--- config.mk ---
export PLATFORM = sky130hd
export DESIGN_NAME = sprite_motion_sched
export DESIGN_NICKNAME = d
export VERILOG_FILES = /design/src/rtl/sprite_motion_sched.sv
export SDC_FILE = /design/constraint.sdc
export NUM_CORES = 1
export LEC_CHECK = 0
export CAP_MARGIN = 15
export CORE_AREA = 2 2 57 46
export CTS_BUF_LIST = sky130_fd_sc_hd__clkbuf_16
export CTS_CLUSTER_DIAMETER = 150
export DETAILED_ROUTE_END_ITERATION = 16
export DIE_AREA = 0 0 59 48
export HOLD_SLACK_MARGIN = 0.06
export PLACE_DENSITY = 0.7
export SLEW_MARGIN = 20
export SYNTH_ARGS = -nofsm -noshare
export SYNTH_HDL_FRONTEND = slang
export SYNTH_SLANG_ARGS = --single-unit
--- constraint.sdc ---
create_clock -name Clk -period 1.3 [get_ports Clk]
set_input_delay 0.195 -clock Clk [delete_from_list [all_inputs] [get_ports Clk]]
set_output_delay 0.195 -clock Clk [all_outputs]
set_load 0.01 [all_outputs]
--- src/rtl/sprite_motion_sched.sv ---
// Per-frame scheduler that walks the enabled sprites and issues one motion
// command per sprite to a shared datapath. Optional macro: KEY_STEER_EN.
module sprite_motion_sched #(
  parameter int N_SPRITES = 4,
  parameter int ID_W      = $clog2(N_SPRITES)
) (
  input  logic                 Clk,
  input  logic                 Reset_n,
  input  logic                 vsync,
  input  logic [7:0]           keycode,
  input  logic [N_SPRITES-1:0] enable_mask,
  output logic                 upd_valid,
  output logic [ID_W-1:0]      upd_id,
  output logic [2:0]           upd_cmd,
  input  logic                 upd_ready,
  output logic                 busy,
  output logic                 frame_done,
  output logic                 overrun,
  input  logic                 clr_overrun
);

  typedef enum logic [1:0] {IDLE, SCAN, ISSUE, DONE} state_t;

  localparam logic [2:0] CMD_HOLD  = 3'b000;
  localparam logic [2:0] CMD_UP    = 3'b001;
  localparam logic [2:0] CMD_DOWN  = 3'b010;
  localparam logic [2:0] CMD_LEFT  = 3'b011;
  localparam logic [2:0] CMD_RIGHT = 3'b100;

  state_t                 state;
  logic                   vsync_q;
  logic                   armed;
  logic [N_SPRITES-1:0]   mask_q;
  logic [ID_W-1:0]        idx;
  logic                   frame_start;
  logic                   found;
  logic [ID_W-1:0]        sel;
  logic [2:0]             sel_cmd;
  logic                   last_id;

  // armed blocks a vsync that was already high at reset release from
  // counting as an edge until it has been seen low at least once.
  assign frame_start = vsync & ~vsync_q & armed;
  assign last_id     = (upd_id == ID_W'(N_SPRITES - 1));

  always_comb begin
    found = 1'b0;
    sel   = '0;
    for (int unsigned i = 0; i < N_SPRITES; i++) begin
      if (!found && mask_q[i] && (i >= 32'(idx))) begin
        found = 1'b1;
        sel   = ID_W'(i);
      end
    end
  end

`ifdef KEY_STEER_EN
  logic [7:0] key_q;

  function automatic logic [2:0] steer(input logic [7:0] k);
    case (k)
      8'h1A:   return CMD_UP;
      8'h16:   return CMD_DOWN;
      8'h04:   return CMD_LEFT;
      8'h07:   return CMD_RIGHT;
      default: return CMD_HOLD;
    endcase
  endfunction

  assign sel_cmd = (sel == '0) ? steer(key_q) : CMD_HOLD;

  always_ff @(posedge Clk or negedge Reset_n) begin
    if (!Reset_n)
      key_q <= '0;
    else if (state == IDLE && frame_start)
      key_q <= keycode;
  end
`else
  logic unused_keycode;

  assign unused_keycode = ^keycode;
  assign sel_cmd        = CMD_HOLD;
`endif

  always_ff @(posedge Clk or negedge Reset_n) begin
    if (!Reset_n) begin
      state      <= IDLE;
      vsync_q    <= 1'b0;
      armed      <= 1'b0;
      mask_q     <= '0;
      idx        <= '0;
      upd_valid  <= 1'b0;
      upd_id     <= '0;
      upd_cmd    <= CMD_HOLD;
      busy       <= 1'b0;
      frame_done <= 1'b0;
      overrun    <= 1'b0;
    end else begin
      vsync_q    <= vsync;
      armed      <= armed | ~vsync;
      frame_done <= 1'b0;

      // set is written last so it wins over a coincident clear
      if (clr_overrun)
        overrun <= 1'b0;
      if (frame_start && busy)
        overrun <= 1'b1;

      case (state)
        IDLE: begin
          if (frame_start) begin
            mask_q <= enable_mask;
            idx    <= '0;
            busy   <= 1'b1;
            state  <= SCAN;
          end
        end
        SCAN: begin
          if (found) begin
            upd_id    <= sel;
            upd_cmd   <= sel_cmd;
            upd_valid <= 1'b1;
            state     <= ISSUE;
          end else begin
            frame_done <= 1'b1;
            state      <= DONE;
          end
        end
        ISSUE: begin
          if (upd_ready) begin
            upd_valid <= 1'b0;
            if (last_id) begin
              frame_done <= 1'b1;
              state      <= DONE;
            end else begin
              idx   <= upd_id + ID_W'(1);
              state <= SCAN;
            end
          end
        end
        DONE: begin
          busy  <= 1'b0;
          state <= IDLE;
        end
        default: state <= IDLE;
      endcase
    end
  end

endmodule

---- Word-level counts from Yosys, hierarchy flattened ----
Index checks and enable logic that the tools add are counted.
operators by class
  add/subtract/negate cells ............... 1
  magnitude comparators ................... 3
  eq/ne operators ......................... 8
  muxes and demuxes ....................... 27
  bitwise operators ....................... 5
  reductions and logical operators ........ 21
operator list
  operator               count
  $mux W2                8
  $mux W1                14
  $ne A2 B2 Y1 const B   4
  $pmux W2 S4            1
  $reduce_and A2 Y1      4
  $reduce_bool A2 Y1     4
  $logic_and A1 B1 Y1    7
  $eq A2 B2 Y1 const B   3
  $pmux W1 S2            3
  $ge A1 B2 Y1 const A   2
  $pmux W2 S2            1
  $reduce_and A4 Y1      1
  $logic_not A1 Y1       3
  $reduce_and A3 Y1      1
  $add A2 B1 Y2 const B  1
  $and A1 B1 Y1          2
  $eq A2 B1 Y1 const B   1
  $ge A2 B2 Y1 const A   1
  $logic_not A2 Y1       1
  $not A1 Y1             2
  $or A1 B1 Y1           1
storage, ports and cells
  flip-flop bits (word level) ............. 16
  bits of input ports ..................... 17
  output and inout bits ................... 9
  word-level logic and storage cells ...... 75

---- Logic depth before layout (Yosys ltp) ----
Gate-level depths: netlist (run 1).
  depth in word-level cells ............... 16
  mapped depth ............................ 6

---- Worst setup path before layout (run 1) ----
OpenSTA, ideal clock, no wires.
  path type ............................... register to register
  from .................................... register state[0]
  to ...................................... register idx[1]
  setup time .............................. 0.121 ns
  arrival time ............................ 1.218 ns
  data required time ...................... 1.179 ns
  setup slack ............................. -0.039 ns
  stages on the path, launching flop included .. 6
  period minus slack after synthesis ...... 1.339 ns
  cell sequence ........................... dfrtp_1 -> inv_1 -> ha_1 -> nor2b_2 -> nor2_1 -> a22o_1
on the way
  word-level cells in the longest chain between the ends .. 3
ends and longest elaborated chain
  item                                                                 line  RTL
  start: declaration                                                   30    state_t state;
  start signal: assignment                                             87    state <= IDLE;
  start signal: assignment                                             115   state <= SCAN;
  start signal: assignment                                             123   state <= ISSUE;
  $eq A2 B2 Y1 or $logic_not A2 Y1 (tied branches)                     109   case (state)
  $ne A2 B2 Y1 (no source line) or $reduce_bool A2 Y1 (tied branches)  --
  $reduce_and A4 Y1 (no source line)                                   --
  end signal: assignment                                               136   idx <= upd_id + ID_W'(1);
  end: declaration                                                     34    logic [ID_W-1:0] idx;
Parallel ways exist; a longest one is shown, timed or not.
A chain may end at the register's enable or synchronous reset.

---- Worst setup path in the final report (run 1) ----
  from .................................... register state[1]
  to ...................................... register idx[1]
Same word-level chain as after synthesis.

==> flow_summary.yaml, run 1 <==
run_status:
  result_of_the_run: "finished clean"
cells_and_area:
  multi_input_comb_area_um2: 478
  drive_above_1_share: 0.333
  layout.nets: 131
  ff_latch_area_um2: 400
  area_growth_from_synthesis_to_final_layout_pct: 42.9
  finalCoreUtilization: 0.559
  finalInstanceArea_um2: 1240
  num-fill-cells: 204
  antenna_cells_inserted: 0
logic_synthesis:
  postSynthRegisterBits: 16
  synthDominantAreaCellType: "dfrtp_1"
  synthDominantCellAreaShare: 0.462
  synth_most_common_cell: "dfrtp_1"
  postSynth.asyncResetShare: 1.00
  synth-seq-area-share: 0.462
  synth_area_per_cell_um2: 11.0
  synth_enable_flop_cells: 0
  mappedNetlistArea_um2: 866
  synth_cell_type_count: 30
  synth_top_flop_cell: "dfrtp_1"
  yosysWarningCount: 0
  netlist_instances: 79
  synthTopCellsByCount: "16 x dfrtp_1, 7 x nand2_1, 7 x o21ai_0"
  synth_area_leaders: "dfrtp_1 46%, ha_1 7.2%, mux2_2 5.2%"
detailed_routing:
  ant_nets: 0
  routed_wirelength_um: 1530
  drt-vias-per-instance: 4.82
  detail_route.wl_per_cell_um: 11.5
  initialDrtViolationCount: 7
  dr_total_vias: 641
  drcViolationCount: 0
  iteration_count_of_the_initial_detailed_routing_pass: 3
clocking:
  clkSlewWorstSetupHoldPaths_ns: 0.05
  cts_num_sinks: 16
  cts_inserted_buffers: 3
  clockBufferDepth: 2
  cts_tree: "built"
  clock_tree_root_driver_cell: "clkbuf_16"
  clock_network_latency_to_the_later_pin_of_the_worst_skew_pair_ns: 0.25
  cts_htree_levels: 1
die:
  pin_count: 26
  die_w_um: 59
  dieHeight_um: 48
  die_area_um2: 2830
  placement_rows: 15
  core-area_um2: 2210
  initial_utilization: 0.391
worst_setup_path:
  worst-endpoint-required_ns: 1.43
  critPathSlowestCell: "dfrtp_1"
  crit_path_max_fanout: 6
  critPathCaptureType: "flop"
  critical_path.cell_chain: "inv_2 > ha_4 > nor2b_4 > nor2_2 > a22o_1"
  crit_path_max_incr_delay_ns: 0.42
  critPathLaunchType: "flop"
  crit_buf_inv: 1
  criticalPathCategory: "reg -> reg"
  path_delay_family: "flip-flops"
  r2r_slack_ns: 0.004
  critPathArrivalTime_ns: 1.43
pwr:
  pwr-share-clk: 0.198
  power_mw: 3.01
  static-leakage-power_nw: 0.570
  swShare: 0.344
  total_switching_power_mw: 1.04
  internal_power_contribution_mw: 1.97
  pwr-share-seq: 0.292
  max-vdd-ir-drop_mv: 0.889
  power.density_cell_area_nw_per_um2: 2430
  share_comb_of_total_power: 0.510
timing:
  final-hold-violation-count: 0
  timing.hold.ws_ns: 0.266
  report.final.setup_viol: 0
  fin_tns_setup_ns: 0
  grt_setup_unrepaired: "true"
  min_tclk_post_route_ns: 1.30
  min_period_over_period: 0.997
  final-max-slew-violation-count: 0
  fin_skew_ns: 0.00203
  max_fclk_ghz: 0.772
placement:
  port_buffers: 14
  detailed_place_hpwl_um: 1130
  placed_cell_area_um2: 1100
  gp_congestion: 0.802
global_route:
  first_pass_grt_wire_length_um: 2570
  largest_net_degree_at_the_start_of_global_routing: 17
  global_route.usage.total: 0.128
  antenna_violations_before_repair: 0
  grt.overflow.total: 0
  grt_pass1_vias: 595
hold_path:
  kind_of_path_behind_the_tightest_hold_check: "in -> async"
flow_run:
  max-cap-violations: 0
[cells by family after synthesis]
group,after synthesis,synth area share
adder cells (fa/ha/maj),5,0.0723
multiplexers,6,0.0867
AO/OA/AOI/OAI,21,0.181
AND/OR/NAND/NOR,21,0.142
buffers and inverters,9,0.0520
other,1,0.00433
flip-flops,16,0.462
[power groups by stage]
stage | clock, mW | sequential [mW] | combinational, mW
after floorplan | 0 | 0.894 | 0.873
after global placement | 0 | 0.865 | 1.36
after detailed placement | 0 | 0.876 | 1.39
after CTS | 0.614 | 0.865 | 1.42
after global routing | 0.637 | 0.915 | 1.70
final | 0.594 | 0.879 | 1.53
[final cells by class]
cell class                 instances  share of cell area
clock buffer                       3              0.0607
inverter                           6              0.0182
tap                               25              0.0253
timing repair buffer              26               0.183
multi-input combinational         56               0.386
clock inverter                     1             0.00303
sequential                        16               0.324
[worst paths after layout]
| check | start | end | cells after the start |
|---|---|---|---|
| min | Reset_n | busy | 2 |
| max in group asynchronous | Reset_n | mask_q[1] | 2 |
| min in group Clk | vsync | vsync_q | 1 |
| max | state[1] | idx[1] | 5 |
| max reg2reg | state[1] | idx[1] | 5 |
| min reg2reg | armed | armed | 1 |
[per-layer routing]
| metal | share of wire | vias to the layer above | track usage |
|---|---|---|---|
| li1 | - | 326 | - |
| met1 | 0.49 | 296 | 0.162 |
| met2 | 0.45 | 17 | 0.200 |
| met3 | 0.053 | 2 | 0.0486 |
| met4 | 0.013 | 0 | 0.0545 |
| met5 | 0 | - | 0 |
[worst reg2reg max path: stages, from the launching register on]
cell     delay (ns)
dfrtp_1        0.42
inv_2          0.12
ha_4           0.17
nor2b_4        0.21
nor2_2         0.06
a22o_1         0.21
[layout by cell type (no fill, tap or decap), types with 2 or more instances in the layout]
cell type        instances
clkdlybuf4s50_1          8
nor2_2                   2
clkbuf_16                3
mux2_2                   4
mux2_4                   2
nand2b_1                 3
nand2_1                  7
ha_4                     3
inv_1                    3
a22o_1                   2
dlygate4sd2_1            5
nor2_1                   2
inv_2                    3
buf_4                   12
o21ai_0                  3
conb_1                   3
o31ai_1                  2
dfrtp_1                 16
o21ai_1                  4
[through the flow]
| stage | setup slack (ns) | std cells |
|---|---|---|
| 4_1_cts | -0.0222 | 132 |
| 3_5_place_dp | -0.223 | 127 |
| 2_1_floorplan | 0.00266 | 81 |
| 6_report | 0.00440 | 133 |
| 3_3_place_gp | -0.204 | 127 |
| 5_1_grt | -0.0488 | 133 |
[registers in the layout, indices dropped and copies added (netlist names), 2 cells and up]
register	count
upd_id	2
mask_q	4
idx	2
state	2
[timing repair]
action	CTS	global route
buffers inserted	1	1
resized for setup	9	13
pin swaps	0	7
hold buffers	0	0
setup endpoints to repair	12	10
Power figures use the tool's default switching activity.
==> inputs of run 2 (changes only) <==
GPL_TIMING_DRIVEN = 0   (was default)
==> run 2 against run 1 <==
- the run now ends with setup timing left
- utilization grew 1.2 points
- flip-flop and latch count is the same
- register-to-register slack got worse by 0.03 ns
- wire length grew 16%
- global-route usage rose by 1.2 points
- maximum frequency fell by 2.4%
- first-iteration DRC count is 14% higher
- critical endpoint is now idx[0]
- combinational power rose by 5%
- largest power group unchanged
- worst hold slack better by 0.11 ns
==> flow_summary.yaml, run 2 (synthesized netlist as in run 1, its figures left out) <==
detailed_routing:
  detail_route.wl_per_cell_um: 13.2
  drt-vias-per-instance: 4.97
  iteration_count_of_the_initial_detailed_routing_pass: 4
  dr_total_vias: 666
  drcViolationCount: 0
  initialDrtViolationCount: 8
  routed_wirelength_um: 1770
  ant_nets: 0
cells_and_area:
  antenna_cells_inserted: 0
  layout.nets: 132
  layout.cells.most_common: "dfrtp_1"
  num-fill-cells: 196
  most_flop_heavy_register: "mask_q"
  largest_reg_flops: 4
  layoutNonFillerInstCount: 134
  drive_above_1_share: 0.358
  most-common-layout-cells: "15 x dfrtp_1, 12 x buf_4, 8 x clkdlybuf4s50_1, 7 x nand2_1, 5 x dlygate4sd2_1"
  finalInstanceArea_um2: 1260
  ff_latch_area_um2: 402
  multi_input_comb_area_um2: 490
  area_growth_from_synthesis_to_final_layout_pct: 46.1
timing:
  final-max-slew-violation-count: 0
  tightest_pin_transition_ns: 0.724
  fin_tns_setup_ns: -0.0473
  grt_setup_unrepaired: "true"
  report.final.setup_viol: 2
  max_fclk_ghz: 0.753
  min_period_over_period: 1.02
  timing.slew.headroom: 0.516
  fin_ws_ns: -0.0279
  min_tclk_post_route_ns: 1.33
  final-hold-violation-count: 0
  fin_skew_ns: 0.00479
clocking:
  cts_htree_levels: 1
  clock_network_latency_to_the_later_pin_of_the_worst_skew_pair_ns: 0.25
  clockBufferDepth: 2
  clock_tree_root_driver_cell: "clkbuf_16"
  cts_num_sinks: 16
  cts_inserted_buffers: 3
  clkSlewWorstSetupHoldPaths_ns: 0.05
  postCtsHoldBufs: 0
  cts_tree: "built"
run_status:
  result_of_the_run: "finished with violations"
  violations_in_the_final_reports: "setup timing"
global_route:
  first_pass_grt_wire_length_um: 2670
  largest_net_degree_at_the_start_of_global_routing: 17
  global_route.usage.total: 0.140
  grt.overflow.total: 0
  grt_pass1_vias: 602
  antenna_violations_before_repair: 0
worst_setup_path:
  worst-endpoint-required_ns: 1.43
  critPathSlowestCell: "dfrtp_1"
  critical_path.cell_chain: "inv_2 > ha_4 > nor2b_4 > nor2_4 > a22o_1"
  crit_path_max_fanout: 5
  criticalPathCategory: "reg -> reg"
  crit_path_max_incr_delay_ns: 0.41
  crit_buf_inv: 1
  critPathArrivalTime_ns: 1.46
  critPathCaptureType: "flop"
  path_delay_family: "flip-flops"
  critPathLaunchType: "flop"
pwr:
  max-vdd-ir-drop_mv: 0.939
  static-leakage-power_nw: 0.581
  power_mw: 3.11
  power.density_cell_area_nw_per_um2: 2460
die:
  dieHeight_um: 48
  placement_rows: 15
  die_w_um: 59
  pin_count: 26
  core-area_um2: 2210
  die_area_um2: 2830
  initial_utilization: 0.391
flow_run:
  max-cap-violations: 0
placement:
  placed_cell_area_um2: 1050
  gp_congestion: 0.775
  dpl.cell_count: 120
  detailed_place_hpwl_um: 1100
  port_buffers: 14
hold_path:
  kind_of_path_behind_the_tightest_hold_check: "in -> async"
-- run 2: cell count changes in the layout (fill, tap and decap cells not counted), sizes merged --
cell | before | now
buf | 12 | 13
-- run 2: layer usage --
metal | vias to the layer above | wire, um | part of all wire | track usage
met1 | 311 | 782 | 0.44 | 0.154
met2 | 21 | 820 | 0.46 | 0.236
li1 | 329 | - | - | -
met4 | 0 | 53 | 0.030 | 0.0955
met3 | 5 | 114 | 0.064 | 0.0486
met5 | - | 0 | 0 | 0
-- run 2: final timing paths --
path                          start  endpoint  slack (ns)  cells past startpoint
min in group Clk              vsync   vsync_q        0.44                      1
hold reg to reg               armed     armed        0.46                      1
setup reg to reg           state[0]    idx[0]       -0.03                      5
hold / removal              Reset_n      busy        0.38                      1
max in group asynchronous   Reset_n  state[1]        0.42                      1
setup / recovery           state[0]    idx[0]       -0.03                      5
-- run 2: area by class of cell --
class | count | share of cell area
Multi-Input combinational cell | 56 | 0.388
Clock inverter | 1 | 0.00297
Clock buffer | 3 | 0.0593
Sequential cell | 16 | 0.318
Tap cell | 25 | 0.0247
Inverter | 6 | 0.0198
Buffer | 3 | 0.0178
Timing Repair Buffer | 24 | 0.170
-- run 2: metrics by stage --
stage	worst slack, ns	utilization	hold WS (ns)
floorplan	0.00266	-	-0.101
global placement	-0.247	0.474	0.443
global route	-0.0874	0.571	0.442
detailed placement	-0.260	0.474	0.445
finish	-0.0279	0.571	0.377
CTS	0.00168	0.547	0.394
-- run 2: power by group --
group | total [mW] | internal [mW] | switching, mW
clock network | 0.602 | 0.408 | 0.194
registers | 0.896 | 0.703 | 0.193
logic | 1.61 | 0.896 | 0.717
total | 3.11 | 2.01 | 1.10
-- run 2: what timing repair did --
action,4_1_cts,5_1_grt
pin swaps,2,8
setup buffers,8,2
setup endpoints to repair,15,11
resized for setup,14,12
==> inputs of run 3 (changes only) <==
CAP_MARGIN = 20   (was 15)
==> results of run 3 <==
The final DEF is identical to that of run 2; final timing and power are the same.
